===== src/rtl/uart_pkg.sv =====
// Shared UART definitions: register map, ASCII constants, hex-writer FSM encoding.
// Optional "0x" word prefix is enabled by defining UART_HEX_PREFIX_EN.
package uart_pkg;

    localparam logic [1:0] UART_ADDR_TX  = 2'b00;
    localparam logic [1:0] UART_ADDR_RX  = 2'b01;
    localparam logic [1:0] UART_ADDR_DIV = 2'b10;

    localparam logic [7:0] ASCII_CR   = 8'h0D;
    localparam logic [7:0] ASCII_LF   = 8'h0A;
    localparam logic [7:0] ASCII_ZERO = 8'h30;
    localparam logic [7:0] ASCII_A    = 8'h41;
    localparam logic [7:0] ASCII_X    = 8'h78;

`ifdef UART_HEX_PREFIX_EN
    localparam int PREFIX_CHARS = 2;
`else
    localparam int PREFIX_CHARS = 0;
`endif

    // Eight hex digits plus CR and LF, after any prefix characters.
    localparam int         CHARS_PER_WORD = PREFIX_CHARS + 10;
    localparam logic [3:0] LF_IDX         = 4'(CHARS_PER_WORD - 1);
    localparam logic [3:0] CR_IDX         = 4'(CHARS_PER_WORD - 2);

    typedef enum logic [2:0] {
        ST_INIT,
        ST_IDLE,
        ST_LOAD,
        ST_REQ,
        ST_REL,
        ST_GAP
    } hex_writer_state_t;

endpackage


===== src/rtl/hex_nibble_ascii.sv =====
// Combinational 4-bit value to uppercase ASCII hex digit.
module hex_nibble_ascii
    import uart_pkg::*;
(
    input  logic [3:0] nibble,
    output logic [7:0] ascii
);

    always_comb begin
        if (nibble < 4'd10) begin
            ascii = ASCII_ZERO + {4'h0, nibble};
        end else begin
            ascii = ASCII_A + {4'h0, nibble} - 8'd10;
        end
    end

endmodule


===== src/rtl/uart_hex_writer.sv =====
// Prints 32-bit words as uppercase hex + CR/LF through the UART slave bus, paced by a fixed gap.
// Define UART_HEX_PREFIX_EN to precede every word with "0x".
module uart_hex_writer
    import uart_pkg::*;
#(
    parameter int DIVIDER     = 78,
    parameter int GAP_CYCLES  = 12640,
    parameter int ACK_TIMEOUT = 255
) (
    input  logic        clk,
    input  logic        reset,
    input  logic [31:0] in_data,
    input  logic        in_valid,
    output logic        in_ready,
    output logic        busy,
    output logic        err,
    output logic [1:0]  wbm_addr,
    output logic [7:0]  wbm_data_out,
    output logic        wbm_we,
    output logic        wbm_stb,
    output logic        wbm_clk,
    input  logic        wbm_ack
);

    localparam logic [15:0] GAP_LAST = 16'(GAP_CYCLES - 1);
    localparam logic [7:0]  TMO_LAST = 8'(ACK_TIMEOUT - 1);

    hex_writer_state_t state_reg, state_next;
    logic [31:0] shift_reg, shift_next;
    logic [3:0]  char_idx_reg, char_idx_next;
    logic [15:0] gap_cnt_reg, gap_cnt_next;
    logic [7:0]  tmo_cnt_reg, tmo_cnt_next;
    logic        is_div_reg, is_div_next;
    logic [1:0]  addr_reg, addr_next;
    logic [7:0]  data_reg, data_next;
    logic        err_reg, err_next;

    logic [7:0]  hex_char;
    logic [7:0]  load_char;
    logic        load_is_hex;

    hex_nibble_ascii u_hex (
        .nibble (shift_reg[31:28]),
        .ascii  (hex_char)
    );

    // Character chosen for the current char_idx; only hex digits consume a nibble.
    always_comb begin
        load_char   = hex_char;
        load_is_hex = 1'b1;
`ifdef UART_HEX_PREFIX_EN
        if (char_idx_reg == 4'd0) begin
            load_char   = ASCII_ZERO;
            load_is_hex = 1'b0;
        end else if (char_idx_reg == 4'd1) begin
            load_char   = ASCII_X;
            load_is_hex = 1'b0;
        end
`endif
        if (char_idx_reg == CR_IDX) begin
            load_char   = ASCII_CR;
            load_is_hex = 1'b0;
        end else if (char_idx_reg == LF_IDX) begin
            load_char   = ASCII_LF;
            load_is_hex = 1'b0;
        end
    end

    always_ff @(posedge clk) begin
        if (reset) begin
            state_reg    <= ST_INIT;
            shift_reg    <= '0;
            char_idx_reg <= '0;
            gap_cnt_reg  <= '0;
            tmo_cnt_reg  <= '0;
            is_div_reg   <= 1'b0;
            addr_reg     <= '0;
            data_reg     <= '0;
            err_reg      <= 1'b0;
        end else begin
            state_reg    <= state_next;
            shift_reg    <= shift_next;
            char_idx_reg <= char_idx_next;
            gap_cnt_reg  <= gap_cnt_next;
            tmo_cnt_reg  <= tmo_cnt_next;
            is_div_reg   <= is_div_next;
            addr_reg     <= addr_next;
            data_reg     <= data_next;
            err_reg      <= err_next;
        end
    end

    always_comb begin
        state_next    = state_reg;
        shift_next    = shift_reg;
        char_idx_next = char_idx_reg;
        gap_cnt_next  = gap_cnt_reg;
        tmo_cnt_next  = tmo_cnt_reg;
        is_div_next   = is_div_reg;
        addr_next     = addr_reg;
        data_next     = data_reg;
        err_next      = 1'b0;

        case (state_reg)
            ST_INIT: begin
                addr_next    = UART_ADDR_DIV;
                data_next    = 8'(DIVIDER);
                is_div_next  = 1'b1;
                tmo_cnt_next = '0;
                if (!wbm_ack) begin
                    state_next = ST_REQ;
                end
            end

            ST_IDLE: begin
                if (in_valid) begin
                    shift_next    = in_data;
                    char_idx_next = '0;
                    state_next    = ST_LOAD;
                end
            end

            ST_LOAD: begin
                addr_next    = UART_ADDR_TX;
                data_next    = load_char;
                is_div_next  = 1'b0;
                tmo_cnt_next = '0;
                if (load_is_hex) begin
                    shift_next = {shift_reg[27:0], 4'h0};
                end
                state_next = ST_REQ;
            end

            // The first REQ cycle ignores ack so a stale high level cannot complete the write.
            ST_REQ: begin
                if (wbm_ack && (tmo_cnt_reg != 8'd0)) begin
                    tmo_cnt_next = '0;
                    state_next   = ST_REL;
                end else if (tmo_cnt_reg == TMO_LAST) begin
                    err_next   = 1'b1;
                    state_next = ST_IDLE;
                end else begin
                    tmo_cnt_next = tmo_cnt_reg + 8'd1;
                end
            end

            ST_REL: begin
                if (!wbm_ack) begin
                    gap_cnt_next = '0;
                    state_next   = is_div_reg ? ST_IDLE : ST_GAP;
                end else if (tmo_cnt_reg == TMO_LAST) begin
                    err_next   = 1'b1;
                    state_next = ST_IDLE;
                end else begin
                    tmo_cnt_next = tmo_cnt_reg + 8'd1;
                end
            end

            ST_GAP: begin
                if (gap_cnt_reg == GAP_LAST) begin
                    if (char_idx_reg == LF_IDX) begin
                        state_next = ST_IDLE;
                    end else begin
                        char_idx_next = char_idx_reg + 4'd1;
                        state_next    = ST_LOAD;
                    end
                end else begin
                    gap_cnt_next = gap_cnt_reg + 16'd1;
                end
            end

            default: begin
                state_next = ST_INIT;
            end
        endcase
    end

    assign in_ready     = (state_reg == ST_IDLE);
    assign busy         = (state_reg != ST_IDLE);
    assign err          = err_reg;
    assign wbm_addr     = addr_reg;
    assign wbm_data_out = data_reg;
    assign wbm_we       = 1'b0;
    assign wbm_stb      = (state_reg == ST_REQ);
    assign wbm_clk      = (state_reg == ST_REQ);

endmodule


===== config.mk =====
export PLATFORM = sky130hd
export DESIGN_NAME = uart_hex_writer
export DESIGN_NICKNAME = d
export VERILOG_FILES = /design/src/rtl/uart_pkg.sv /design/src/rtl/hex_nibble_ascii.sv /design/src/rtl/uart_hex_writer.sv
export SDC_FILE = /design/constraint.sdc
export NUM_CORES = 1
export LEC_CHECK = 0
export BUFFER_PORTS_ARGS = -buffer_cell sky130_fd_sc_hd__buf_2
export CAP_MARGIN = 20
export CORE_ASPECT_RATIO = 1.5
export CORE_UTILIZATION = 55
export CTS_CLUSTER_DIAMETER = 50
export DETAILED_ROUTE_END_ITERATION = 12
export PLACE_DENSITY = 0.73
export RECOVER_POWER = 100
export SYNTH_ARGS = -nofsm -noshare
export SYNTH_HDL_FRONTEND = slang
export SYNTH_SLANG_ARGS = --single-unit

===== constraint.sdc =====
create_clock -name clk -period 4.2 [get_ports clk]
set_clock_uncertainty 0.05 [all_clocks]
set_input_delay 0 -clock clk [delete_from_list [all_inputs] [get_ports clk]]
set_output_delay 0 -clock clk [all_outputs]
set_load 0.005 [all_outputs]

Word level (Yosys, flattened, before mapping). Index checks and enable logic that the tools add are counted.

Flip-flop bits (word level): 75. Output and inout port bits: 16.

Equality and inequality tests: 18. Magnitude comparators: 1. Multiplexer cells: 35. Add/sub/neg operators: 6. Reductions and logical operators: 14.

Operators with widths (number): $mux 32 (2); $pmux 32 s2 (1); $mux 8 (6); $mux 16 (2); $pmux 16 s2 (1); $pmux 8 s3 (1); $mux 3 (7); $pmux 3 s6 (1); $add 16x1->16 const B (1); $eq 16x14->1 const B (1); $ne 2x2->1 const B (8); $pmux 8 s2 (1); $mux 4 (3); $reduce_and 3->1 (3); $add 7x4->8 const A (1); $add 8x1->8 const B (1); $eq 4x4->1 const B (2); $eq 8x8->1 const B (1); $pmux 4 s2 (1); $reduce_bool 2->1 (4); $reduce_bool 8->1 (1); $sub 8x4->8 const B (1); $add 6x4->7 const A (1); $eq 3x2->1 const B (2); other kinds (15) (21).

Logic depth before layout (Yosys ltp). Gate-level depths: netlist of run 1.

Depth in word-level cells: 6. Depth in mapped cells: 8.

By module. Synthesis of run 1 repeated with hierarchy kept, for this count alone.

Cells, all modules: 486. Area total of the unflattened synthesis: 3842.4 um2.

Modules (own cells, without submodules): uart_hex_writer (area each 3737.3 um2, cells an instance 470, sequential area each 1461.4 um2, instances 1); hex_nibble_ascii (area each 105.1 um2, cells an instance 16, sequential area each 0.0 um2, instances 1).

Worst setup path after synthesis of run 1. Ideal clock, no wire load.

Path kind: register -> register. From: register char_idx_reg[0]. To: register shift_reg[2]. Library setup time: 0.128 ns. Required time: 4.022 ns. Arrival time: 1.814 ns. Cell stages (with the launch flop): 9. Path slack: 2.208 ns. Cell sequence: dfxtp_1 > inv_1 > ha_1 > or2_0 > a211o_1 > a21oi_4 > buf_4 > mux2i_1 > nor2_1.

Longest elaborated chain between the ends: 5. Elaborated cells on any way between the ends: 6. Classes of those cells: 3 x eq/ne; 2 x mux; 1 x reduce/logical.

RTL lines: start: declaration (line uart_hex_writer.sv:30) `logic [3:0] char_idx_reg, char_idx_next;`; start signal: assignment (line uart_hex_writer.sv:83) `char_idx_reg <= char_idx_next;`; $eq 4x4->1 (line uart_hex_writer.sv:63) `end else if (char_idx_reg == LF_IDX) begin`; $mux 1 (line uart_hex_writer.sv:63); $mux 1 (*) (line uart_hex_writer.sv:60) `if (char_idx_reg == CR_IDX) begin`; $ne 2x2->1 (no source line) (*); $reduce_and 3->1 (no source line) (*); end signal: assignment (line uart_hex_writer.sv:82) `shift_reg <= shift_next;`; end: declaration (line uart_hex_writer.sv:29) `logic [31:0] shift_reg, shift_next;`.

Mark *: on every way between the ends. The rest lies on a longest branch, timed or not. A chain may end at the register's enable or synchronous reset.

Final worst setup path of run 1.
From: register char_idx_reg[0]. To: register shift_reg[24].

Same word-level chain as after synthesis.

==> flow_summary.yaml, run 1 <==
status:
  status: "complete, no violations"
critical_path:
  startpoint_type: "flop"
  cp_num_buf_inv: 2
  cp.arrival_ps: 3190
  crit_path_cell_trace: "inv_1 > ha_1 > or2_0 > a211o_1 > a21oi_4 > clkbuf_1 > nor2_1 > a311oi_1"
  path_max_fanout: 27
  slowest_stage: "clkbuf_1"
  r2r-start: "char_idx_reg[0]$_SDFFE_PP0P_"
  r2r_cells: 8
  reg2reg_setup_slack_ps: 1210
  rr_endpoint: "shift_reg[24]$_SDFFE_PP0P_"
  crit_type: "flop to flop"
  worst_ep_required_time_ps: 4400
  cpPeakStageDelay_ps: 640
  critPathCaptureType: "flop"
  crit_family: "compound AO/OA/AOI/OAI gates"
detailed_routing:
  routed_wl_um: 8020
  dr.pass1.iters: 4
  drc: 0
  ant_nets: 0
  avgRoutedWirePerCell_um: 13.3
  via_per_inst: 5.60
  drt-initial-drc-count: 166
  vias: 3378
timing:
  rsz0062_at_grt: "no"
  fmax_mhz: 334
  slew_violations: 0
  worst_pin_slew_ps: 1020
  post-route-period-util: 0.712
  relSlewSlack: 0.319
  final_hold_viol_count: 0
  setup_ws_ps: 1210
  setup_tns_ps: 0
  min_period_ps: 2990
  finalSetupViolCount: 0
layout:
  largest_reg_flops: 32
  final_layout_size_suffix_gt1_frac: 0.118
  fin_area_mm2: 0.00433
  fillers: 570
  area_growth_pct: 17.8
  fin_nets: 566
  fin_cells: 603
  n_antenna_cell: 0
global_routing:
  globalRoute.totalOverflow: 0
  antenna_found_initial: 0
  grtUsageTotal: 0.250
  grt_pass1_wl_um: 13300
  grt_pass1_vias: 3092
  grt_max_degree: 57
pwr:
  power_density_mw_per_mm2: 395
  ir_drop_mv: 0.309
  p_leak_uw: 0.00168
  p_total_uw: 1710
clocking:
  clk_latency_ps: 350
  cts_tree: "done"
  h-tree-depth: 3
  cts_buffer_depth: 2
  cts_buffers: 9
  cts.clk_slew.worst_paths_ps: 80
  cts_sinks: 72
  cts-root-buf: "clkbuf_8"
  cts_resized: 0
  cts_setup_buffers: 0
logic_synthesis:
  yosys.area.top_type: "dfxtp_1"
  yosys_warnings: 0
  async_flop_share: 0
  yosys-top-cells-area: "dfxtp_1 (39%), nand2_1 (8.2%), nor2_1 (6.7%)"
  netlist_instances: 459
  synth.ff_latch_count: 72
  synth_area_per_cell_um2: 8.01
  yosysSeqAreaShare: 0.392
  synth_ff_type: "dfxtp_1"
  synth-edff-count: 0
  synth_top_area_frac: 0.392
  ys_types: 56
  netlist_area_mm2: 0.00367
die:
  placementRows: 36
  die_w_um: 68.7
  design.core.area_mm2: 0.00649
  dieHeight_um: 102
  start_util: 0.567
  ios: 52
  die_area_mm2: 0.00702
job:
  drv_cap: 0
placement:
  io_buffer_count: 48
  dp_slack_ps: 1540
  globalplace.congestion: 0.807
  place_hpwl_um: 5300
  place_inst: 554
  post_dp_cell_area_mm2: 0.00387
hold_path:
  hold_class: "input port to flop"
  hold_end: "state_reg[2]$_SDFFE_PP0P_"
  worstHoldStart: "wbm_ack"
  whs_path_depth: 3
-- report_power, final --
part	internal, uW	leakage, uW	switching [uW]
logic	145	0.000986	192
registers	752	0.000589	51.5
clock network	305	0.000101	264
-- tightest hold or removal path: stages --
cell and delay (ps):
buf_2 140, a32oi_1 110, a21oi_1 130
-- cells in the mapped netlist (all sizes together), types with 4 or more instances --
cell	count
buf	21
nand4	10
nand2	80
mux2i	4
a311oi	30
inv	14
ha	8
clkbuf	14
xor2	12
and4	4
and3	5
and2	5
dfxtp	72
nor2	68
xnor2	5
o21ai	13
a21oi	22
nor3	5
nand3	20
a211oi	6
-- how the worst max path moves through the flow --
stage | startpoint | endpoint | slack [ps] | depth (start not counted)
2_1_floorplan | char_idx_reg[0]$_SDFFE_PP0P_ | shift_reg[2]$_SDFFE_PP0P_ | 2210 | 8
3_3_place_gp | char_idx_reg[0]$_SDFFE_PP0P_ | shift_reg[22]$_SDFFE_PP0P_ | 1630 | 8
3_5_place_dp | char_idx_reg[0]$_SDFFE_PP0P_ | shift_reg[24]$_SDFFE_PP0P_ | 1540 | 8
4_1_cts | char_idx_reg[0]$_SDFFE_PP0P_ | shift_reg[24]$_SDFFE_PP0P_ | 1530 | 8
5_1_grt | char_idx_reg[0]$_SDFFE_PP0P_ | shift_reg[24]$_SDFFE_PP0P_ | 850 | 8
6_report | char_idx_reg[0]$_SDFFE_PP0P_ | shift_reg[24]$_SDFFE_PP0P_ | 1210 | 8
-- cells in the final DEF, fill, tap and decap left out, types with 5 or more instances in the layout --
cell type / netlist / layout
nand2_1: 80 / 80
clkbuf_1: 14 / 10
ha_1: 8 / 8
nand4_1: 10 / 10
nand3_1: 20 / 20
buf_2: 11 / 41
a211oi_1: 5 / 6
a21oi_1: 20 / 21
o21ai_0: 12 / 13
a311oi_1: 27 / 30
dlygate4sd3_1: 0 / 33
xnor2_1: 5 / 5
nor2_1: 66 / 68
and3_1: 5 / 5
nor3_1: 4 / 5
clkbuf_8: 0 / 11
dfxtp_1: 72 / 72
and2_1: 5 / 5
xor2_1: 12 / 12
inv_1: 14 / 14
-- layer usage --
metal	wire, um	part of all wire	GRT usage	vias to the layer above
li1	-	-	-	1723
met1	3450	0.43	0.287	1590
met2	4200	0.52	0.443	56
met3	267	0.033	0.0513	9
met4	108	0.013	0.0926	0
met5	0	0	0	-
-- cell families (layout without fill, tap and decap cells) --
family	after synthesis	in the layout	synth area share
compound gates	89	89	0.181
xor+xnor	17	17	0.0405
fa+ha+maj	8	8	0.0272
buf+inv	49	115	0.0671
flops	72	72	0.392
mux	4	4	0.0109
other cells	1	3	0.00102
simple gates	219	219	0.280
-- final cells by class --
class	count	area (um^2)	share of cell area
clock buffers	11	151	0.0350
clock inverters	5	55.1	0.0127
inverters	14	52.6	0.0121
multi-input cells	340	1960	0.452
flip-flops and latches	72	1440	0.333
well taps	76	95.1	0.0220
repair buffers	85	577	0.133
-- metrics by stage --
step,util,hold WS (ps)
3_3_place_gp,0.593,218
5_1_grt,0.667,102
3_5_place_dp,0.597,223
4_1_cts,0.680,18.8
2_1_floorplan,-,112
6_report,0.667,31.5
-- timing repair --
action,CTS,global route
hold buffers,33,0
endpoints found under the hold margin,36,0
endpoints found under the setup margin,0,0
Note: power is estimated with default switching activity, not from simulation.
==> run 2: changes to the inputs <==
--- a/config.mk
+++ b/config.mk
@@ -8,10 +8,10 @@
 export BUFFER_PORTS_ARGS = -buffer_cell sky130_fd_sc_hd__buf_2
 export CAP_MARGIN = 20
 export CORE_ASPECT_RATIO = 1.5
-export CORE_UTILIZATION = 55
+export CORE_UTILIZATION = 52
 export CTS_CLUSTER_DIAMETER = 50
 export DETAILED_ROUTE_END_ITERATION = 12
-export PLACE_DENSITY = 0.73
+export PLACE_DENSITY = 0.72
 export RECOVER_POWER = 100
 export SYNTH_ARGS = -nofsm -noshare
 export SYNTH_HDL_FRONTEND = slang
==> constraint.sdc (replaced) <==
create_clock -name clk -period 2.56 [get_ports clk]
set_clock_uncertainty 0.05 [all_clocks]
set_input_delay 0 -clock clk [delete_from_list [all_inputs] [get_ports clk]]
set_output_delay 0 -clock clk [all_outputs]
set_load 0.005 [all_outputs]
==> run 2 against run 1 <==
Compared with the run above:
- the flow now finishes with violations (design-rule violations)
- global-route usage is 0.17 points lower
- critical path depth down 1
- core utilization down 2.5 points
- total power grew 69%
- flip-flop and latch count is the same
- via count is 1.7% higher
- worst setup slack worse by 880 ps
- non-clock buffer count rose by 2
- sequential power increased by 64%
- first-iteration DRC count is 22% higher
- fmax increased by 34%
- critical endpoint is now tmo_cnt_reg[6]$_SDFFE_PP0P_
- largest power group unchanged
==> flow_summary.yaml, run 2 (same netlist as run 1, synthesis figures left out) <==
critical_path:
  slowest_stage: "nor3_1"
  path_max_fanout: 8
  r2r-start: "tmo_cnt_reg[0]$_SDFFE_PP0P_"
  cp_num_buf_inv: 1
  crit_path_cell_trace: "inv_1 > ha_1 > nor4b_1 > a211oi_1 > nor3_1 > o21ai_0 > nand3_1"
  critPathCaptureType: "flop"
  cp.arrival_ps: 2490
  startpoint_type: "flop"
  crit_family: "simple AND/OR/NAND/NOR gates"
  reg2reg_setup_slack_ps: 330
  worst_ep_required_time_ps: 2810
  crit_type: "flop to flop"
  cpPeakStageDelay_ps: 630
  startpoint: "tmo_cnt_reg[0]$_SDFFE_PP0P_"
detailed_routing:
  via_per_inst: 5.66
  dr.pass1.iters: 9
  vias: 3435
  drc: 6
  ant_nets: 0
  routed_wl_um: 8360
  drt-initial-drc-count: 203
  avgRoutedWirePerCell_um: 13.8
clocking:
  ctsHoldBuffers: 33
  clk_latency_ps: 360
  cts_resized: 0
  cts-root-buf: "clkbuf_8"
  cts_buffers: 9
  cts_sinks: 72
  cts_tree: "done"
  cts_setup_buffers: 0
  cts.clk_slew.worst_paths_ps: 70
  h-tree-depth: 3
  cts_buffer_depth: 2
die:
  design.core.area_mm2: 0.00685
  die_area_mm2: 0.00741
  placementRows: 37
  start_util: 0.536
  ios: 52
  dieHeight_um: 105
  die_w_um: 70.6
timing:
  min_period_ps: 2230
  finalSetupViolCount: 0
  fmax_mhz: 448
  post-route-period-util: 0.873
  final_hold_viol_count: 0
  slew_violations: 0
  rsz0062_at_grt: "no"
  worst_pin_slew_ps: 731
  setup_tns_ps: 0
  relSlewSlack: 0.509
global_routing:
  grtUsageTotal: 0.248
  antenna_found_initial: 0
  globalRoute.totalOverflow: 0
  grt_pass1_vias: 3258
  grt_max_degree: 61
  grt_pass1_wl_um: 14600
layout:
  mostFrequentLayoutCell: "nand2_1"
  area_growth_pct: 19.7
  n_antenna_cell: 0
  final_layout_size_suffix_gt1_frac: 0.136
  fillers: 590
  largest_reg_flops: 32
  fin_area_mm2: 0.00440
  fin_nets: 568
  final_cell_mix: "nand2_1 (80), dfxtp_1 (72), nor2_1 (67), buf_2 (43), dlygate4sd3_1 (33)"
status:
  violations: "design-rule violations"
  status: "finished with violations"
pwr:
  ir_drop_mv: 0.424
  p_leak_uw: 0.00172
  power_density_mw_per_mm2: 655
placement:
  place_hpwl_um: 5400
  globalplace.congestion: 0.822
  post_dp_cell_area_mm2: 0.00388
  io_buffer_count: 48
hold_path:
  worstHoldStart: "wbm_ack"
  hold_class: "input port to flop"
job:
  drv_cap: 0
[run 2: cell count changes in the layout (fill, tap and decap cells not counted), sizes merged]
cell and change:
clkinv -1, clkbuf +1, clkinvlp -2, buf +4
[run 2: per-layer routing]
| metal | part of all wire | vias to the layer above | global-route usage |
|---|---|---|---|
| met1 | 0.42 | 1621 | 0.279 |
| met5 | 0 | - | 0 |
| met3 | 0.036 | 14 | 0.0675 |
| met4 | 0.020 | 0 | 0.0957 |
| li1 | - | 1728 | - |
| met2 | 0.52 | 72 | 0.440 |
[run 2: final timing paths]
path,endpoint,cells after the start
max,tmo_cnt_reg[6]$_SDFFE_PP0P_,7
max reg2reg,tmo_cnt_reg[6]$_SDFFE_PP0P_,7
min,state_reg[2]$_SDFFE_PP0P_,3
min reg2reg,wbm_data_out[0]$_SDFFE_PP0P_,2
[run 2: area by class of cell]
| class | instances | area [um^2] | share of cell area |
|---|---|---|---|
| sequential | 72 | 1440 | 0.328 |
| tap | 78 | 97.6 | 0.0222 |
| inverter | 14 | 52.6 | 0.0119 |
| timing repair buffer | 87 | 613 | 0.139 |
| multi-input combinational | 340 | 1980 | 0.450 |
| clock buffer | 14 | 183 | 0.0415 |
| clock inverter | 2 | 35.0 | 0.00796 |
[run 2: where the power goes]
group	leakage [uW]	internal, uW	switching [uW]
Clock	0.000113	556	422
Combinational	0.00102	256	330
Sequential	0.000589	1230	84.5
[run 2: per-stage QoR]
stage                     setup slack (ps)  utilization  hold WS (ps)  cells  total power [uW]
after global placement                 443        0.567           218    558              1880
final                                  326        0.642          34.8    607              2880
after global routing                  88.9        0.642          75.1    607              3040
after floorplan                        568            -           112    461              1770
after CTS                              326        0.647          18.8    607              2910
after detailed placement               344        0.567           225    558              1900
[run 2: worst min-delay path: stages]
cell     delay (ps)
buf_2           150
a32oi_1         130
a21oi_1         130
==> run 3: changes to the inputs <==
--- a/config.mk
+++ b/config.mk
@@ -8,10 +8,11 @@
 export BUFFER_PORTS_ARGS = -buffer_cell sky130_fd_sc_hd__buf_2
 export CAP_MARGIN = 20
 export CORE_ASPECT_RATIO = 1.5
-export CORE_UTILIZATION = 52
+export CORE_MARGIN = 2
+export CORE_UTILIZATION = 45
 export CTS_CLUSTER_DIAMETER = 50
 export DETAILED_ROUTE_END_ITERATION = 12
-export PLACE_DENSITY = 0.72
+export PLACE_DENSITY = 0.64
 export RECOVER_POWER = 100
 export SYNTH_ARGS = -nofsm -noshare
 export SYNTH_HDL_FRONTEND = slang
==> run 3 against run 2 <==
Compared with the run above:
- global-route usage fell by 5.5 points
- largest power group unchanged
- via count shrank 2.0%
- wire length is 4.1% lower
- first-iteration DRC count fell by 12%
- the flow now finishes without violations
- critical endpoint is now shift_reg[1]$_SDFFE_PP0P_
- critical path type unchanged
==> flow_summary.yaml, run 3 (same netlist as run 1, synthesis figures left out) <==
clocking:
  clk_latency_ps: 330
  h-tree-depth: 3
  cts_sinks: 72
  cts_buffers: 9
  cts-root-buf: "clkbuf_16"
  cts_buffer_depth: 2
  cts.clk_slew.worst_paths_ps: 60
  cts_tree: "done"
die:
  design.core.area_mm2: 0.00796
  dieHeight_um: 115
  die_area_mm2: 0.00892
  placementRows: 40
  ios: 52
  die_w_um: 77.8
  start_util: 0.462
timing:
  whs_ps: 8.48
  slew_violations: 0
  setup_tns_ps: 0
  min_period_ps: 2250
  worst_pin_slew_ps: 647
  rsz0062_at_grt: "no"
  final_hold_viol_count: 0
  fmax_mhz: 444
  post-route-period-util: 0.879
  relSlewSlack: 0.567
  finalSetupViolCount: 0
detailed_routing:
  routed_wl_um: 8020
  via_per_inst: 5.32
  drc: 0
  vias: 3367
  avgRoutedWirePerCell_um: 12.7
  ant_nets: 0
  drt-initial-drc-count: 179
  dr.pass1.iters: 4
critical_path:
  crit_type: "flop to flop"
  critPathCaptureType: "flop"
  cp.arrival_ps: 2400
  cpPeakStageDelay_ps: 410
  reg2reg_setup_slack_ps: 310
  crit_path_cell_trace: "inv_1 > ha_1 > or2_0 > a211o_1 > a21oi_1 > buf_12 > mux2i_1 > nor2_1"
  startpoint_type: "flop"
  rr_endpoint: "shift_reg[1]$_SDFFE_PP0P_"
  r2r-start: "char_idx_reg[0]$_SDFFE_PP0P_"
  r2r_cells: 8
  path_max_fanout: 60
  slowest_stage: "dfxtp_1"
  worst_ep_required_time_ps: 2710
global_routing:
  grtUsageTotal: 0.193
  globalRoute.totalOverflow: 0
  grt_pass1_vias: 3222
  antenna_found_initial: 0
  grt_pass1_wl_um: 13900
  grt_max_degree: 61
placement:
  globalplace.congestion: 0.823
  place_hpwl_um: 5400
  io_buffer_count: 48
layout:
  area_growth_pct: 22.7
  fin_nets: 568
  n_antenna_cell: 0
  mostFrequentLayoutCell: "nand2_1"
  final_layout_size_suffix_gt1_frac: 0.140
  final_cell_mix: "nand2_1 (80), dfxtp_1 (72), nor2_1 (66), buf_2 (45), dlygate4sd3_1 (32)"
  largest_reg_flops: 32
pwr:
  p_leak_uw: 0.00177
  ir_drop_mv: 0.448
  power_density_mw_per_mm2: 703
job:
  drv_cap: 0
hold_path:
  hold_class: "input port to flop"
  whs_path_depth: 3
  worstHoldStart: "in_valid"
  hold_end: "char_idx_reg[3]$_SDFFE_PP0P_"
status:
  status: "complete, no violations"
## run 3: cell count changes in the layout (fill, tap and decap cells not counted), moves of 2 or more
cell       before  now
clkbuf_8       13    3
clkbuf_16       0    9
clkbuf_1        7    5
buf_2          43   45
## run 3: worst max path at each step
stage / from / end
final: char_idx_reg[0]$_SDFFE_PP0P_ / shift_reg[1]$_SDFFE_PP0P_
after global routing: char_idx_reg[0]$_SDFFE_PP0P_ / shift_reg[27]$_SDFFE_PP0P_
after CTS: char_idx_reg[0]$_SDFFE_PP0P_ / shift_reg[5]$_SDFFE_PP0P_
after detailed placement: char_idx_reg[0]$_SDFFE_PP0P_ / shift_reg[9]$_SDFFE_PP0P_
after global placement: char_idx_reg[0]$_SDFFE_PP0P_ / shift_reg[1]$_SDFFE_PP0P_
after floorplan: char_idx_reg[0]$_SDFFE_PP0P_ / shift_reg[2]$_SDFFE_PP0P_
## run 3: layout make-up
| type | instances | area, um^2 |
|---|---|---|
| Clock buffer | 12 | 267 |
| Tap cell | 105 | 131 |
| Fill cell | 732 | 3450 |
| Inverter | 14 | 52.6 |
| Timing Repair Buffer | 87 | 609 |
| Sequential cell | 72 | 1440 |
| Clock inverter | 3 | 40.0 |
| Multi-Input combinational cell | 340 | 1970 |
## run 3: layer usage
layer,global-route usage,share of wire,up-vias
li1,-,-,1733
met4,0.0952,0.024,0
met2,0.345,0.50,62
met5,0,0,-
met1,0.213,0.44,1556
met3,0.0418,0.033,16
## run 3: through the flow
stage | instances | util | setup slack, ps | total power [uW] | instance area, um^2
4_1_cts | 633 | 0.572 | 348 | 3220 | 4550
3_3_place_gp | 586 | 0.493 | 450 | 1880 | 3930
6_report | 633 | 0.567 | 309 | 3170 | 4510
5_1_grt | 633 | 0.567 | 90.7 | 3350 | 4510
3_5_place_dp | 586 | 0.493 | 366 | 1900 | 3930
2_1_floorplan | 461 | - | 568 | 1770 | 3680
## run 3: worst max-delay path, delay by kind of cell, from the launching register on
| kind | cells | cell delay, ps |
|---|---|---|
| mux | 1 | 230 |
| fa+ha+maj | 1 | 200 |
| compound gates | 2 | 560 |
| flops | 1 | 410 |
| buf+inv | 2 | 360 |
| simple gates | 2 | 300 |
## run 3: repair_timing
action | in CTS | in global routing
buffers inserted | 0 | 0
hold buffers | 32 | 0
gates resized for setup | 0 | 0
endpoints found under the hold margin | 32 | 0
## run 3: power by group
| group | leakage, uW | internal, uW | switching, uW |
|---|---|---|---|
| sequential | 0.000589 | 1240 | 85.1 |
| clock | 0.000154 | 825 | 454 |
| combinational | 0.00102 | 252 | 320 |
